## src/rtl/nand_logic_serial.sv

```systemverilog
// Bit-serial two-operand logic unit: evaluates one of eight NAND-built functions
// over WIDTH-bit operands, LANES bits per clock, with a start/busy/done handshake.
module nand_logic_serial #(
    parameter int WIDTH = 8,
    parameter int LANES = 1
) (
    input  logic             clk,
    input  logic             rst_n,
    input  logic             start,
    input  logic [2:0]       op,
    input  logic [WIDTH-1:0] a,
    input  logic [WIDTH-1:0] b,
    output logic             busy,
    output logic             done,
    output logic [WIDTH-1:0] y,
    output logic             zero
);

    localparam int N  = WIDTH / LANES;
    localparam int CW = (N > 1) ? $clog2(N) : 1;
    localparam logic [CW-1:0] LAST = CW'(N - 1);

    generate
        if (WIDTH < 1 || LANES < 1 || (WIDTH % LANES) != 0) begin : g_bad_params
            $error("nand_logic_serial: LANES must divide WIDTH and WIDTH must be >= 1");
        end
    endgenerate

    typedef enum logic [1:0] {IDLE, RUN, DONE} state_t;

    state_t           state, state_nxt;
    logic [WIDTH-1:0] a_r, b_r, res_r, res_nxt;
    logic [2:0]       op_r;
    logic [CW-1:0]    cnt;
    logic [LANES-1:0] sa, sb, lane_y;
    logic [LANES-1:0] na, nb, nab, t_and, t_or, t_nor, t_xor, t_xnor, t_pass;
    logic             accept;
    int unsigned      base;

    function automatic logic [LANES-1:0] nand2(input logic [LANES-1:0] x, input logic [LANES-1:0] z);
        return ~(x & z);
    endfunction

    assign accept = start && (state != RUN);
    assign busy   = (state == RUN);
    assign done   = (state == DONE);

    always_ff @(posedge clk or negedge rst_n) begin
        if (!rst_n) state <= IDLE;
        else        state <= state_nxt;
    end

    always_comb begin
        state_nxt = state;
        case (state)
            IDLE:    if (start) state_nxt = RUN;
            RUN:     if (cnt == LAST) state_nxt = DONE;
            DONE:    state_nxt = start ? RUN : IDLE;
            default: state_nxt = IDLE;
        endcase
    end

    // Lane network: every function is composed solely of 2-input NANDs.
    always_comb begin
        base    = int'(cnt) * LANES;
        sa      = a_r[base +: LANES];
        sb      = b_r[base +: LANES];
        na      = nand2(sa, sa);
        nb      = nand2(sb, sb);
        nab     = nand2(sa, sb);
        t_and   = nand2(nab, nab);
        t_or    = nand2(na, nb);
        t_nor   = nand2(t_or, t_or);
        t_xor   = nand2(nand2(sa, nab), nand2(sb, nab));
        t_xnor  = nand2(t_xor, t_xor);
        t_pass  = nand2(na, na);
        case (op_r)
            3'd0:    lane_y = nab;
            3'd1:    lane_y = t_nor;
            3'd2:    lane_y = t_and;
            3'd3:    lane_y = t_or;
            3'd4:    lane_y = t_xor;
            3'd5:    lane_y = t_xnor;
            3'd6:    lane_y = na;
            default: lane_y = t_pass;
        endcase
        res_nxt = res_r;
        res_nxt[base +: LANES] = lane_y;
    end

    always_ff @(posedge clk or negedge rst_n) begin
        if (!rst_n) begin
            a_r   <= '0;
            b_r   <= '0;
            op_r  <= '0;
            cnt   <= '0;
            res_r <= '0;
            y     <= '0;
            zero  <= 1'b0;
        end else if (accept) begin
            a_r  <= a;
            b_r  <= b;
            op_r <= op;
            cnt  <= '0;
        end else if (state == RUN) begin
            res_r <= res_nxt;
            cnt   <= cnt + CW'(1);
            // y is published only once the final slice is merged in.
            if (cnt == LAST) begin
                y    <= res_nxt;
                zero <= (res_nxt == '0);
            end
        end
    end

endmodule

```

## config.mk

```make
export PLATFORM = sky130hd
export DESIGN_NAME = nand_logic_serial
export DESIGN_NICKNAME = d
export VERILOG_FILES = /design/src/rtl/nand_logic_serial.sv
export SDC_FILE = /design/constraint.sdc
export NUM_CORES = 1
export LEC_CHECK = 0
export BUFFER_PORTS_ARGS = -buffer_cell sky130_fd_sc_hd__buf_2
export CAP_MARGIN = 20
export CELL_PAD_IN_SITES_DETAIL_PLACEMENT = 1
export CELL_PAD_IN_SITES_GLOBAL_PLACEMENT = 2
export CORE_MARGIN = 2
export CORE_UTILIZATION = 33
export CTS_CLUSTER_DIAMETER = 40
export CTS_CLUSTER_SIZE = 8
export DETAILED_ROUTE_END_ITERATION = 10
export PLACE_DENSITY = 0.73
export REMOVE_ABC_BUFFERS = 1
export SLEW_MARGIN = 20
export SYNTH_ARGS = -nofsm -noshare
export SYNTH_HDL_FRONTEND = slang
export SYNTH_SLANG_ARGS = --single-unit
```

## constraint.sdc

```tcl
create_clock -name clk -period 2.4 [get_ports clk]
set_input_delay 0 -clock clk [delete_from_list [all_inputs] [get_ports clk]]
set_output_delay 0 -clock clk [all_outputs]
set_load 0.01 [all_outputs]
```

# ---- Yosys cells after proc, flatten, opt, wreduce, memory -nomap -nowiden
# Index checks and enable logic that the tools add are counted.
dict set report classes {
  reduce_logical 8
  n_addsub 2
  n_bitwise 13
  eq_ne 12
  mux 8
  shifts 4
}
# operator count
set op_table {}
lappend op_table {{3-bit negation with 34-bit output} 1}
lappend op_table {{1-bit by 34-bit variable shift with 8-bit output (first input constant)} 1}
lappend op_table {{1-bit by 34-bit variable part select with 8-bit output} 1}
lappend op_table {{8-bit by 4-bit variable part select with 1-bit output} 2}
lappend op_table {{3-bit == test (second input constant)} 4}
lappend op_table {{8-bit bitwise mux} 1}
lappend op_table {{8-bit logical NOT} 1}
lappend op_table {{1-bit NOT} 8}
lappend op_table {{1-bit case mux with 7 select lines} 1}
lappend op_table {{3-bit by 2-bit == test with 1-bit output (second input constant)} 2}
lappend op_table {{3-bit two-way mux} 2}
lappend op_table {{2-bit case mux with 3 select lines} 1}
lappend op_table {{1-bit AND} 5}
lappend op_table {{2-bit two-way mux} 2}
lappend op_table {{2-bit by 1-bit inequality test with 1-bit output (second input constant)} 2}
lappend op_table {{2-bit AND reduction} 2}
lappend op_table {{3-bit by 1-bit adder with 3-bit output (second input constant)} 1}
lappend op_table {{3-bit by 1-bit == test with 1-bit output (second input constant)} 1}
lappend op_table {{3-bit logical NOT} 1}
lappend op_table {{3-bit AND reduction} 1}
lappend op_table {{2-bit by 1-bit == test with 1-bit output (second input constant)} 1}
lappend op_table {{2-bit == test (second input constant)} 1}
lappend op_table {{2-bit logical NOT} 1}
lappend op_table {{2-bit inequality test (second input constant)} 1}
lappend op_table {{3 further kinds} 3}
dict set report totals {
  out_inout_bits 11
  input_bits 22
  wordCells 55
  reg_bits 41
}

# ---- Longest topological paths before layout
# Gate-level depths: netlist of the first run.
dict set report depth {
  ltp_word 11
  depth_mapped 13
}

# ---- Worst setup path after synthesis of the first run
# OpenSTA, ideal clock, no wires.
dict set report synth_path {
  path_kind {reg2reg}
  start {register cnt[0]}
  end {register zero}
  path_slack_ps -297
  arrival_time_ps 2620
  setup_time_ps 76
  stages_incl_launch_ff 14
  required_time_ps 2324
  n_path_buf 2
  path_cell_list {dfrtp_1 > buf_2 > mux4_2 > nand2_1 > and2_1 > inv_1 > ha_1 > o21ai_0 > xnor2_1 > o221ai_2 > buf_6 > a32oi_1 > nand4_1 > o21ai_1}
}
dict set report synth_via {
  elab_chain_len 11
  word_cells_on_any_way 22
  cone_classes {add/sub: 1; eq/ne: 1; shift: 4; mux: 2; bitwise: 12; reduce/logical: 2}
}
# item line
set synth_lines {}
lappend synth_lines {{start, declared} 34} ;# logic [CW-1:0] cnt;
lappend synth_lines {{start signal, assigned} 107} ;# cnt <= cnt + CW'(1);
lappend synth_lines {{8-bit by 4-bit variable part select with 1-bit output (on tied branches)} {66, 67}}
lappend synth_lines {{1-bit AND} 41} ;# return ~(x & z);
lappend synth_lines {{1-bit NOT} 41}
lappend synth_lines {{1-bit AND} 41}
lappend synth_lines {{1-bit NOT} 41}
lappend synth_lines {{1-bit AND} 41}
lappend synth_lines {{1-bit NOT} 41}
lappend synth_lines {{1-bit case mux with 7 select lines} 77} ;# case (op_r)
lappend synth_lines {{1-bit by 34-bit variable part select with 8-bit output} 88} ;# res_nxt[base +: LANES] = lane_y;
lappend synth_lines {{8-bit bitwise mux} 88}
lappend synth_lines {{8-bit logical NOT} 111} ;# zero <= (res_nxt == '0);
lappend synth_lines {{end signal, assigned} 111}
lappend synth_lines {{end, declared} 16} ;# output logic zero
# Several ways; a longest one is shown, not always the timed one.
# A chain may end at the register's enable or synchronous reset.

# ---- Worst setup path in the final report of the first run
# Same ends and word-level chain as after synthesis.

==> summary.txt, run 1 <==
Run status
  • Status: finished with violations
  • Failing checks: setup timing

Critical path
  • Peak fanout along the critical path: 7
  • CP required: 2620 ps
  • Startpoint types: register
  • Sequence of cells on the critical path: mux4_2 -> mux2i_4 -> inv_2 -> ha_4 -> o21ai_4 -> xnor2_2 -> o221ai_4 -> buf_4 -> a22oi_2 -> nand4_1 -> o21ai_1
  • Worst EP arrival: roughly 2800 ps
  • Critical path's slowest cell: mux4_2
  • Largest stage delay, worst path: 540 ps
  • Crit. End Element: register
  • Crit Path Category: reg -> reg

Power
  • Internal power: 2.568 mW
  • Logic pwr share: roughly three fifths
  • Max IR drop VDD: 599.0 µV
  • P_sw: between 1.5 and 2 mW
  • PwrDens: 1462 mW/mm²
  • Leak: around 1.3 nW
  • Sw Ratio: between 30 and 40%
  • Sequential share of power: a little under 30%
  • Clock network power share: between 10% and 20%

Synth
  • Cells after Synth: 180
  • Syn Std Cell Area: between 0.002 and 0.0025 mm²
  • Area contributors post-synth: dfrtp_1 (51%), mux2_2 (12%), nand2_1 (6.1%), ha_1 (5.6%), o21ai_0 (3.5%)
  • Netlist cell types: 28
  • Register area share after synthesis: 50.84%
  • Synth area leader: dfrtp_1
  • #FFs+latches synth: between 40 and 50
  • Avg Cell Area, Syn: between 10 and 15 µm²
  • Yosys top cell area share: 50.84%
  • Warnings from Yosys: 0

Cells and area
  • Fin cells: between 300 and 400
  • ANT cells: 0
  • Share of cells above drive strength 1: 42.47%
  • Final instance area: between 0.002 and 0.003 mm²
  • Area Overhead vs Synth: 41.41%
  • Nets@finish: around 290

Global routing
  • Initial antenna violation count: 0
  • First-pass GRT wire length: roughly 8000 µm
  • Aggregate global routing overflow: 0
  • Largest net degree at the start of global routing: between 40 and 50
  • GRT Total Usage: ~15%
  • Number of global-route vias before repair: between 1500 and 2000

Floorplanning
  • Initial Util: 34.09%
  • Die area: a little under 0.007 mm²
  • Die height: just over 80 µm
  • DIE WIDTH: 82.21 µm
  • Boundary pin count: 33
  • Cell row count: 28
  • Core outline area: a little under 0.006 mm²

STA
  • Post-layout min period: 2579 ps
  • Final setup fails: 12
  • RSZ-0062 raised after global routing: yes
  • Final hold violations: 0
  • Achievable clock frequency: between 300 and 400 MHz
  • Final Worst Setup Slack: -179.3 ps
  • Slew Limit Fails: 0
  • Setup Skew: a little under 5 ps
  • Least-Margin Pin Slew: a little over 900 ps
  • Slew HR: approximately two fifths
  • Setup_tns: -1294 ps
  • Final cycle utilization of the critical path: 107.5%

Clocking
  • Clock Tree Root: clkbuf_8
  • CTS tree: built
  • H-tree levels: 2
  • Clk sinks: 41
  • Worst-Skew Late Latency: 290 ps
  • Max clock buf depth: 2
  • TritonCTS Buffers: 5
  • CTS clk-pin slew, worst paths: 80 ps

Drt
  • WL/cell: between 10 and 15 µm
  • Drt drc: 0
  • Met2 wire length: about 2400 µm
  • DR vias/cell: between 4 and 5
  • Vias: approximately 1600
  • Met1 WL: between 2000 and 2500 µm
  • Drt initial violations: 40
  • Final WL: ~4500 µm
  • Top sig layer: met4
  • DRT Pass-1 Iters: 4
  • WL met3: about 130 µm
  • Post-route ant nets: 0

Flow run
  • Max capacitance violation total: 0

Place
  • IO buf count: 32
  • GPL Wtd Cong: between 0.7 and 0.8
  • Post-DP HPWL: just over 3000 µm
  • Placed cells: approximately 300
  • Setup WS pre-CTS: -522.1 ps
  • Placed Area: between 0.002 and 0.0025 mm²

Min path
  • Worst hold path class: in -> async
==> placed cells by master, fill, tap and decap left out, types with 2 or more instances in the layout <==
cell type      synthesis  layout
a22oi_2                0       4
a32oi_2                0       2
buf_2                  1      32
buf_4                  0      23
clkbuf_8               0       7
dfrtp_1               41      40
dlygate4sd3_1          0      21
ha_1                   9       7
ha_4                   0       2
inv_1                  9       8
mux2_2                21      21
mux2i_1                2       2
mux4_2                 3       4
nand2_1               33      33
nand2b_1               2       2
nand3_1                4       4
nand4_1                2       2
nor2_1                 8       8
nor2b_1                2       2
nor3_1                 4       3
o21ai_0               14       4
o21ai_1                3       8
o21ai_2                0       4
o31ai_1                2       2
xnor2_2                0       2
==> registers in the layout, indices dropped and copies added, names as in the netlist <==
signal / cells
cnt: 3
a_r: 8
res_r: 8
op_r: 3
zero: 1
b_r: 8
y: 8
state: 2
==> final cells by class <==
cell class,count,area (µm²)
inverter,9,33.78
multi-input combinational,124,1044
sequential,41,1027
tap,75,93.84
clock inverter,1,5.005
timing repair buffer,77,554.3
clock buffer,7,96.34
fill,637,3067
==> logic make-up after synthesis <==
kind of cell / share of synthesized area, %
simple gates: 11.78
fa+ha+maj: 5.580
flops: 50.84
buf+inv: 3.223
compound gates: 8.803
xor+xnor: 1.302
mux: 18.48
==> metal layers <==
metal  GRT usage [%]  vias up
met5               0        -
met4           3.500        0
met3           3.370        4
met2           25.48       28
met1           19.24      797
li1                -      782
==> metrics by stage <==
stage / power (mW) / util (%) / hold slack, ps
CTS: 3.898 / 46.72 / 422.0
detailed placement: 3.091 / 40.00 / 202.6
global route: 4.540 / 48.20 / 486.3
finish: 4.173 / 48.20 / 383.5
global placement: 3.058 / 40.00 / 191.0
floorplan: 2.392 / - / -295.6
==> power groups by stage <==
stage                     Combinational [mW]  Clock (mW)  Sequential [mW]
final                                   2.46       0.495             1.21
after global routing                    2.74       0.541             1.26
after CTS                               2.17       0.512             1.21
after detailed placement                1.87           0             1.22
after global placement                  1.85           0             1.21
after floorplan                         1.20           0             1.19
==> cell usage after synthesis (all sizes together) <==
library cell	instances
a22oi	4
mux4	4
o31ai	2
xnor2	3
nand2	33
clkbuf	4
nand2b	2
nand4	2
o22ai	1
dfrtp	41
ha	9
nand3	4
a32oi	2
o221ai	1
mux2	21
and2	1
buf	2
mux2i	3
nor2	8
a221oi	1
nor2b	2
inv	9
nor3	4
o21ai	17
==> worst max-delay path, delay by kind of cell, from the launching register on <==
| family | cells | cell delay (ps) |
|---|---|---|
| muxes | 2 | 760 |
| adders and majority gates | 1 | 170 |
| DFF | 1 | 440 |
| xor gates and xnor gates | 1 | 140 |
| and+or+nand+nor | 1 | 110 |
| AOI/OAI and AO/OA | 4 | 630 |
| buffers and inverters | 2 | 250 |
==> path summary, 6_finish.rpt <==
kind                            startpoint      to  slack (ps)  cells past startpoint
worst max-delay path                cnt[0]    zero        -180                     11
worst min-delay path                 rst_n    y[3]         380                      2
worst max register to register      cnt[0]    zero        -180                     11
worst min register to register        y[3]    y[3]         480                      2
max in group asynchronous            rst_n  cnt[0]        1380                      2
min in group clk                      b[6]  b_r[6]         470                      3
==> timing repair <==
item / CTS / global route
setup endpoints to repair: 17 / 17
pin swaps: 11 / 11
buffers inserted: 3 / 4
gates resized for setup: 20 / 14
hold endpoints to repair: 62 / 0
hold buffers: 21 / 0
No activity file was read; power rests on OpenSTA's default activity.
==> inputs of run 2 (changes only) <==
- PLACE_DENSITY: 0.73 -> not set
- PLACE_DENSITY_LB_ADDON: not set -> 0.2
==> run 2 against run 1 <==
Effect of this change:
- critical endpoint unchanged
- sequential share of layout area increased by 1.1 points
- register-to-register slack barely moved
- non-clock buffer count decreased by 7
- largest cell class unchanged
- wire length rose by 6.0%
- fmax grew 0.50%
- power down 6.7%
- the run still ends with setup timing left
==> summary.txt, run 2 (synthesis results as in run 1) <==
Run status
  • Status: finished with violations (unchanged)
  • Failing checks: setup timing (unchanged)

Min path
  • Worst hold path class: in -> async (unchanged)

Critical path
  • Worst EP arrival: 2790 ps (about the same)
  • Startpoint types: register (unchanged)
  • CP required: 2620 ps (about the same)
  • Critical path's slowest cell: mux4_2 (unchanged)
  • Peak fanout along the critical path: 6 (was 7)
  • Crit. End Element: register (unchanged)
  • Reg2reg setup slack: -170 ps (was -180 ps)
  • Sequence of cells on the critical path: mux4_2 -> mux2i_4 -> inv_1 -> ha_2 -> o21ai_2 -> xnor2_2 -> o221ai_4 -> a32oi_2 -> nand4_1 -> o21ai_1 (was mux4_2 -> mux2i_4 -> inv_2 -> ha_4 -> o21ai_4 -> xnor2_2 -> o221ai_4 -> buf_4 -> a22oi_2 -> nand4_1 -> o21ai_1)
  • Largest stage delay, worst path: 540 ps (about the same)
  • Crit Path Category: reg -> reg (unchanged)

Drt
  • DRT Pass-1 Iters: 4 (unchanged)
  • Final WL: 4808 µm (was 4535 µm)
  • Vias: 1611 (unchanged)
  • Drt drc: 0 (unchanged)
  • WL/cell: 14.70 µm (was 13.58 µm)
  • DR vias/cell: 4.927 (was 4.823)
  • Drt initial violations: 44 (was 40)
  • Post-route ant nets: 0 (unchanged)

Power
  • Logic pwr share: 57.0% (was 59.1%)
  • Final Total Pwr: 3.894 mW (was 4.173 mW)
  • P_sw: 1.570 mW (was 1.605 mW)
  • Internal power: 2.324 mW (was 2.568 mW)
  • PwrDens: 1406 mW/mm² (was 1462 mW/mm²)
  • Sw Ratio: 40.32% (was 38.47%)
  • Clock network power share: 11.5% (was 11.9%)
  • Leak: 1.286 nW (was 1.329 nW)
  • Max IR drop VDD: 548.7 µV (was 599.0 µV)
  • Sequential share of power: 31.4% (was 29.1%)

Global routing
  • Initial antenna violation count: 0 (unchanged)
  • Grt met3 use: 4.130% (was 3.370%)
  • GRT Total Usage: 16.26% (was 14.94%)
  • First-pass GRT wire length: 8266 µm (was 7790 µm)
  • Grt peak-use layer: met2 (unchanged)
  • Met2 GRT Util: 29.35% (was 25.48%)
  • Number of global-route vias before repair: 1714 (was 1654)
  • Aggregate global routing overflow: 0 (unchanged)
  • Largest net degree at the start of global routing: 42 (unchanged)
  • GR Util met1: 18.42% (was 19.24%)

STA
  • Final Worst Setup Slack: -166.5 ps (was -179.3 ps)
  • Slew Limit Fails: 0 (unchanged)
  • Setup Skew: 3.841 ps (was 4.892 ps)
  • Achievable clock frequency: 389.6 MHz (was 387.7 MHz)
  • Slew HR: 38.61% (was 38.66%)
  • Least-Margin Pin Slew: 920.8 ps (was 920.1 ps)
  • Final cycle utilization of the critical path: 106.9% (was 107.5%)
  • RSZ-0062 raised after global routing: yes (unchanged)
  • Post-layout min period: 2566 ps (was 2579 ps)
  • Final hold violations: 0 (unchanged)
  • Final setup fails: 11 (was 12)

Clocking
  • Worst-Skew Late Latency: 290 ps (about the same)
  • CTS clk-pin slew, worst paths: 70 ps (was 80 ps)
  • CTS tree: built (unchanged)
  • H-tree levels: 2 (unchanged)
  • Clk sinks: 41 (unchanged)
  • Max clock buf depth: 2 (unchanged)
  • TritonCTS Buffers: 5 (unchanged)
  • Clock Tree Root: clkbuf_8 (unchanged)

Cells and area
  • Final core utilization: 46.77% (was 48.20%)
  • Filler cells: 648 (was 637)
  • Nets@finish: 283 (was 289)
  • Final instance area: 0.002769 mm² (was 0.002854 mm²)
  • ANT cells: 0 (unchanged)
  • Commonest non-fill, non-tap cell in the layout: dfrtp_1 (unchanged)
  • Area Overhead vs Synth: 37.20% (was 41.41%)
  • Most frequent cells in the layout: dfrtp_1 (40), nand2_1 (32), buf_2 (32), dlygate4sd3_1 (21), mux2_2 (19) (was dfrtp_1 (40), nand2_1 (33), buf_2 (32), buf_4 (23))
  • Share of cells above drive strength 1: 39.68% (was 42.47%)

Place
  • GPL Wtd Cong: 0.7852 (was 0.7973)
  • IO buf count: 32 (unchanged)
  • Placed Area: 0.002316 mm² (was 0.002369 mm²)
  • Post-DP HPWL: 3303 µm (was 3081 µm)

Floorplanning
  • Die area: 0.006758 mm² (unchanged)
  • Core outline area: 0.005921 mm² (unchanged)
  • DIE WIDTH: 82.21 µm (unchanged)
  • Die height: 82.21 µm (unchanged)
  • Boundary pin count: 33 (unchanged)
  • Initial Util: 34.09% (unchanged)
  • Cell row count: 28 (unchanged)

Flow run
  • Max capacitance violation total: 0 (unchanged)
[run 2: cell types whose count changed in the layout (fill, tap and decap cells not counted), sizes merged]
cell    change
o221ai      +1
buf         -7
clkinv      -1
[run 2: worst max-delay path: cells and delay by family (launching register included)]
kind            cells  cell delay, ps
xor+xnor            1             160
buf+inv             1              70
mux                 2             720
compound gates      4             780
flops               1             440
simple gates        1             150
fa+ha+maj           1             170
[run 2: final cells by class]
cell class	instances	area [µm²]	share of cell area (%)
multi-input combinational	125	1030	37.19
sequential	41	1027	37.10
timing repair buffer	70	498.0	17.98
tap	75	93.84	3.389
clock buffer	7	86.33	3.118
inverter	9	33.78	1.220
[run 2: per-layer routing]
metal / up-vias / share of wire [%]
li1: 772 / -
met1: 802 / 42
met2: 30 / 54
met3: 7 / 3.5
met4: 0 / 1.2
met5: - / 0
[run 2: path summary, 6_finish.rpt]
check	start	end	cells past startpoint
min	rst_n	zero	2
max reg2reg	cnt[0]	zero	10
min reg2reg	y[7]	y[7]	2
max	cnt[0]	zero	10
min in group clk	b[7]	b_r[7]	3
max in group asynchronous	rst_n	cnt[0]	2
[run 2: stage by stage]
stage / setup WS, ps / setup TNS (ps) / hold WS (ps) / instances
finish: -166.5 / -883.8 / 388.0 / 327
global route: -363.8 / -3376 / 456.7 / 327
CTS: -193.7 / -1442 / 413.9 / 323
detailed placement: -506.6 / -6006 / 185.5 / 291
global placement: -401.9 / -4549 / 169.2 / 291
floorplan: -387.6 / -4413 / -295.6 / 174
[run 2: power by group through the flow]
stage / sequential [mW] / clock (mW) / combinational [mW]
after floorplan: 1.19 / 0 / 1.20
after global placement: 1.19 / 0 / 1.71
after detailed placement: 1.22 / 0 / 1.77
after CTS: 1.23 / 0.471 / 2.16
after global routing: 1.27 / 0.512 / 2.45
final: 1.22 / 0.450 / 2.22
[run 2: repair_timing]
item,in CTS,in global routing
hold endpoints to repair,62,0
hold buffers,21,0
buffers inserted,3,4
resized for setup,22,9
pin swaps,11,12
setup endpoints to repair,17,17
gates cloned,1,0
==> inputs of run 3 (changes only) <==
- BUFFER_PORTS_ARGS: -buffer_cell sky130_fd_sc_hd__buf_2 -> -buffer_cell sky130_fd_sc_hd__buf_4
==> run 3 against run 2 <==
Effect of this change:
- the run still ends with setup timing left
- clock skew grew 5.0 ps
- sequential power is essentially flat
- hold slack lost 160 ps
- critical path type unchanged
- non-clock buffer count grew 1
- setup slack lost 40 ps
- final cell count grew 0.61%
- power grew 13%
==> summary.txt, run 3 (synthesis results as in run 1) <==
Floorplanning
  • Boundary pin count: 33 (unchanged)
  • Die area: 0.006758 mm² (unchanged)
  • Cell row count: 28 (unchanged)
  • Core outline area: 0.005921 mm² (unchanged)
  • Initial Util: 34.09% (unchanged)
  • DIE WIDTH: 82.21 µm (unchanged)
  • Die height: 82.21 µm (unchanged)

Clocking
  • Worst-Skew Late Latency: 300 ps (was 290 ps)
  • Clock Tree Root: clkbuf_8 (unchanged)
  • CTS tree: built (unchanged)
  • TritonCTS Buffers: 5 (unchanged)
  • CTS clk-pin slew, worst paths: 80 ps (was 70 ps)
  • Max clock buf depth: 2 (unchanged)
  • H-tree levels: 2 (unchanged)
  • Clk sinks: 41 (unchanged)

Run status
  • Status: finished with violations (unchanged)
  • Failing checks: setup timing (unchanged)

Place
  • Post-DP HPWL: 3371 µm (was 3303 µm)
  • IO buf count: 32 (unchanged)
  • Setup WS pre-CTS: -494.2 ps (was -506.6 ps)
  • GPL Wtd Cong: 0.8060 (was 0.7852)
  • Placed cells: 295 (was 291)

Global routing
  • Initial antenna violation count: 0 (unchanged)
  • First-pass GRT wire length: 8549 µm (was 8266 µm)
  • Number of global-route vias before repair: 1789 (was 1714)
  • Largest net degree at the start of global routing: 42 (unchanged)
  • GRT Total Usage: 17.02% (was 16.26%)
  • Aggregate global routing overflow: 0 (unchanged)

Drt
  • Post-route ant nets: 0 (unchanged)
  • Vias: 1606 (was 1611)
  • DR vias/cell: 4.881 (was 4.927)
  • Drt drc: 0 (unchanged)
  • Drt initial violations: 50 (was 44)
  • DRT Pass-1 Iters: 4 (unchanged)
  • WL/cell: 15.19 µm (was 14.70 µm)
  • Final WL: 4997 µm (was 4808 µm)

Power
  • Max IR drop VDD: 552.8 µV (was 548.7 µV)
  • Internal power: 2.654 mW (was 2.324 mW)
  • Leak: 1.340 nW (was 1.286 nW)
  • Final Total Pwr: 4.411 mW (was 3.894 mW)
  • Sw Ratio: 39.84% (was 40.32%)
  • P_sw: 1.757 mW (was 1.570 mW)
  • Sequential share of power: 28.1% (was 31.4%)
  • Clock network power share: 13.3% (was 11.5%)
  • PwrDens: 1495 mW/mm² (was 1406 mW/mm²)
  • Logic pwr share: 58.6% (was 57.0%)

Cells and area
  • Sequential Area: 0.001027 mm² (unchanged)
  • Final core utilization: 49.83% (was 46.77%)
  • Multi-input logic area: 0.001086 mm² (was 0.001030 mm²)
  • Nets@finish: 284 (was 283)
  • Commonest non-fill, non-tap cell in the layout: buf_4 (was dfrtp_1)
  • ANT cells: 0 (unchanged)
  • Area Overhead vs Synth: 46.19% (was 37.20%)
  • Share of cells above drive strength 1: 43.31% (was 39.68%)
  • Most frequent cells in the layout: buf_4 (49), dfrtp_1 (40), nand2_1 (31), mux2_2 (21), dlygate4sd3_1 (21) (was dfrtp_1 (40), nand2_1 (32), buf_2 (32), dlygate4sd3_1 (21), mux2_2 (19))
  • Filler cells: 634 (was 648)
  • Fin cells: 329 (was 327)

Critical path
  • Peak fanout along the critical path: 5 (was 6)
  • CP required: 2630 ps (was 2620 ps)
  • Sequence of cells on the critical path: mux4_2 -> mux2i_4 -> buf_6 -> ha_4 -> xnor2_2 -> nor2_1 -> nand2_2 -> o221ai_4 -> a32oi_2 -> nand4_1 -> o21ai_1 (was mux4_2 -> mux2i_4 -> inv_1 -> ha_2 -> o21ai_2 -> xnor2_2 -> o221ai_4 -> a32oi_2 -> nand4_1 -> o21ai_1)
  • CP startpoint: cnt[0] (unchanged)
  • Largest stage delay, worst path: 540 ps (about the same)
  • Crit. End Element: register (unchanged)
  • Crit Path Category: reg -> reg (unchanged)
  • Critical path's slowest cell: mux4_2 (unchanged)
  • Startpoint types: register (unchanged)
  • Worst Path Buf+Inv: 1 (unchanged)
  • Reg-to-Reg End: zero (unchanged)
  • CP endpoint: zero (unchanged)
  • R2R Path Start: cnt[0] (unchanged)
  • Reg2reg setup slack: -210 ps (was -170 ps)
  • R2R cell count: 11 (was 10)
  • Worst path top cell family by delay: multiplexers (was compound AO/OA/AOI/OAI gates)
  • Worst EP arrival: 2830 ps (was 2790 ps)
  • Critical path depth: 11 (was 10)

STA
  • Slew Limit Fails: 0 (unchanged)
  • Least-Margin Pin Slew: 534.6 ps (was 920.8 ps)
  • Setup Skew: 8.832 ps (was 3.841 ps)
  • Final hold violations: 0 (unchanged)
  • Worst hold slack: 227.4 ps (was 388.0 ps)
  • Post-layout min period: 2606 ps (was 2566 ps)
  • Final Worst Setup Slack: -206.2 ps (was -166.5 ps)
  • Achievable clock frequency: 383.7 MHz (was 389.6 MHz)
  • Final cycle utilization of the critical path: 108.6% (was 106.9%)
  • Final setup fails: 17 (was 11)
  • RSZ-0062 raised after global routing: yes (unchanged)
  • Slew HR: 64.36% (was 38.61%)

Min path
  • Worst hold path class: in -> async (unchanged)

Flow run
  • Max capacitance violation total: 0 (unchanged)
==> run 3: changes by cell type in the layout (fill, tap and decap cells not counted), sizes merged <==
| cell | before | now |
|---|---|---|
| bufinv | 0 | 1 |
| clkbuf | 7 | 6 |
| buf | 49 | 50 |
| clkinvlp | 0 | 1 |
==> run 3: how the worst min path moves through the flow <==
| stage | startpoint | endpoint | slack [ps] |
|---|---|---|---|
| 3_5_place_dp | rst_n | y[7] | 30 |
| 2_1_floorplan | rst_n | a_r[0] | -300 |
| 5_1_grt | rst_n | op_r[2] | 290 |
| 3_3_place_gp | rst_n | y[7] | 8 |
| 6_report | rst_n | y[3] | 230 |
| 4_1_cts | rst_n | op_r[2] | 240 |
==> run 3: repair_timing <==
item                                    in CTS  in global routing
resized for setup                           32                  8
hold buffers                                21                  0
endpoints found under the setup margin      17                 17
endpoints found under the hold margin       62                  0
pin swaps                                   17                  4
buffers inserted                             2                  2
gates cloned                                 1                  0
==> run 3: power groups by stage <==
| stage | combinational [mW] | sequential (mW) | clock, mW |
|---|---|---|---|
| global route | 2.84 | 1.29 | 0.636 |
| CTS | 2.49 | 1.24 | 0.612 |
| finish | 2.59 | 1.24 | 0.585 |
| floorplan | 1.20 | 1.19 | 0 |
| global placement | 1.79 | 1.20 | 0 |
| detailed placement | 1.87 | 1.22 | 0 |
==> run 3: metrics by stage <==
step	setup TNS, ps	instance area [µm²]
2_1_floorplan	-4413	1987
3_3_place_gp	-4595	2426
3_5_place_dp	-6071	2426
4_1_cts	-1408	2902
5_1_grt	-4271	2950
6_report	-1981	2950
==> run 3: layer usage <==
metal | GRT usage [%] | vias to the layer above | share of wire, %
met3 | 3.804 | 5 | 3.0
met1 | 19.10 | 792 | 42
met5 | 0 | - | 0
met4 | 7.167 | 0 | 1.3
met2 | 30.81 | 29 | 54
li1 | - | 780 | -
==> run 3: area by class of cell <==
cell class	count	area share (%)
Timing Repair Buffer	71	19.97
Clock inverter	2	1.272
Sequential cell	41	34.82
Tap cell	75	3.181
Multi-Input combinational cell	125	36.81
Inverter	9	1.145
Clock buffer	6	2.799
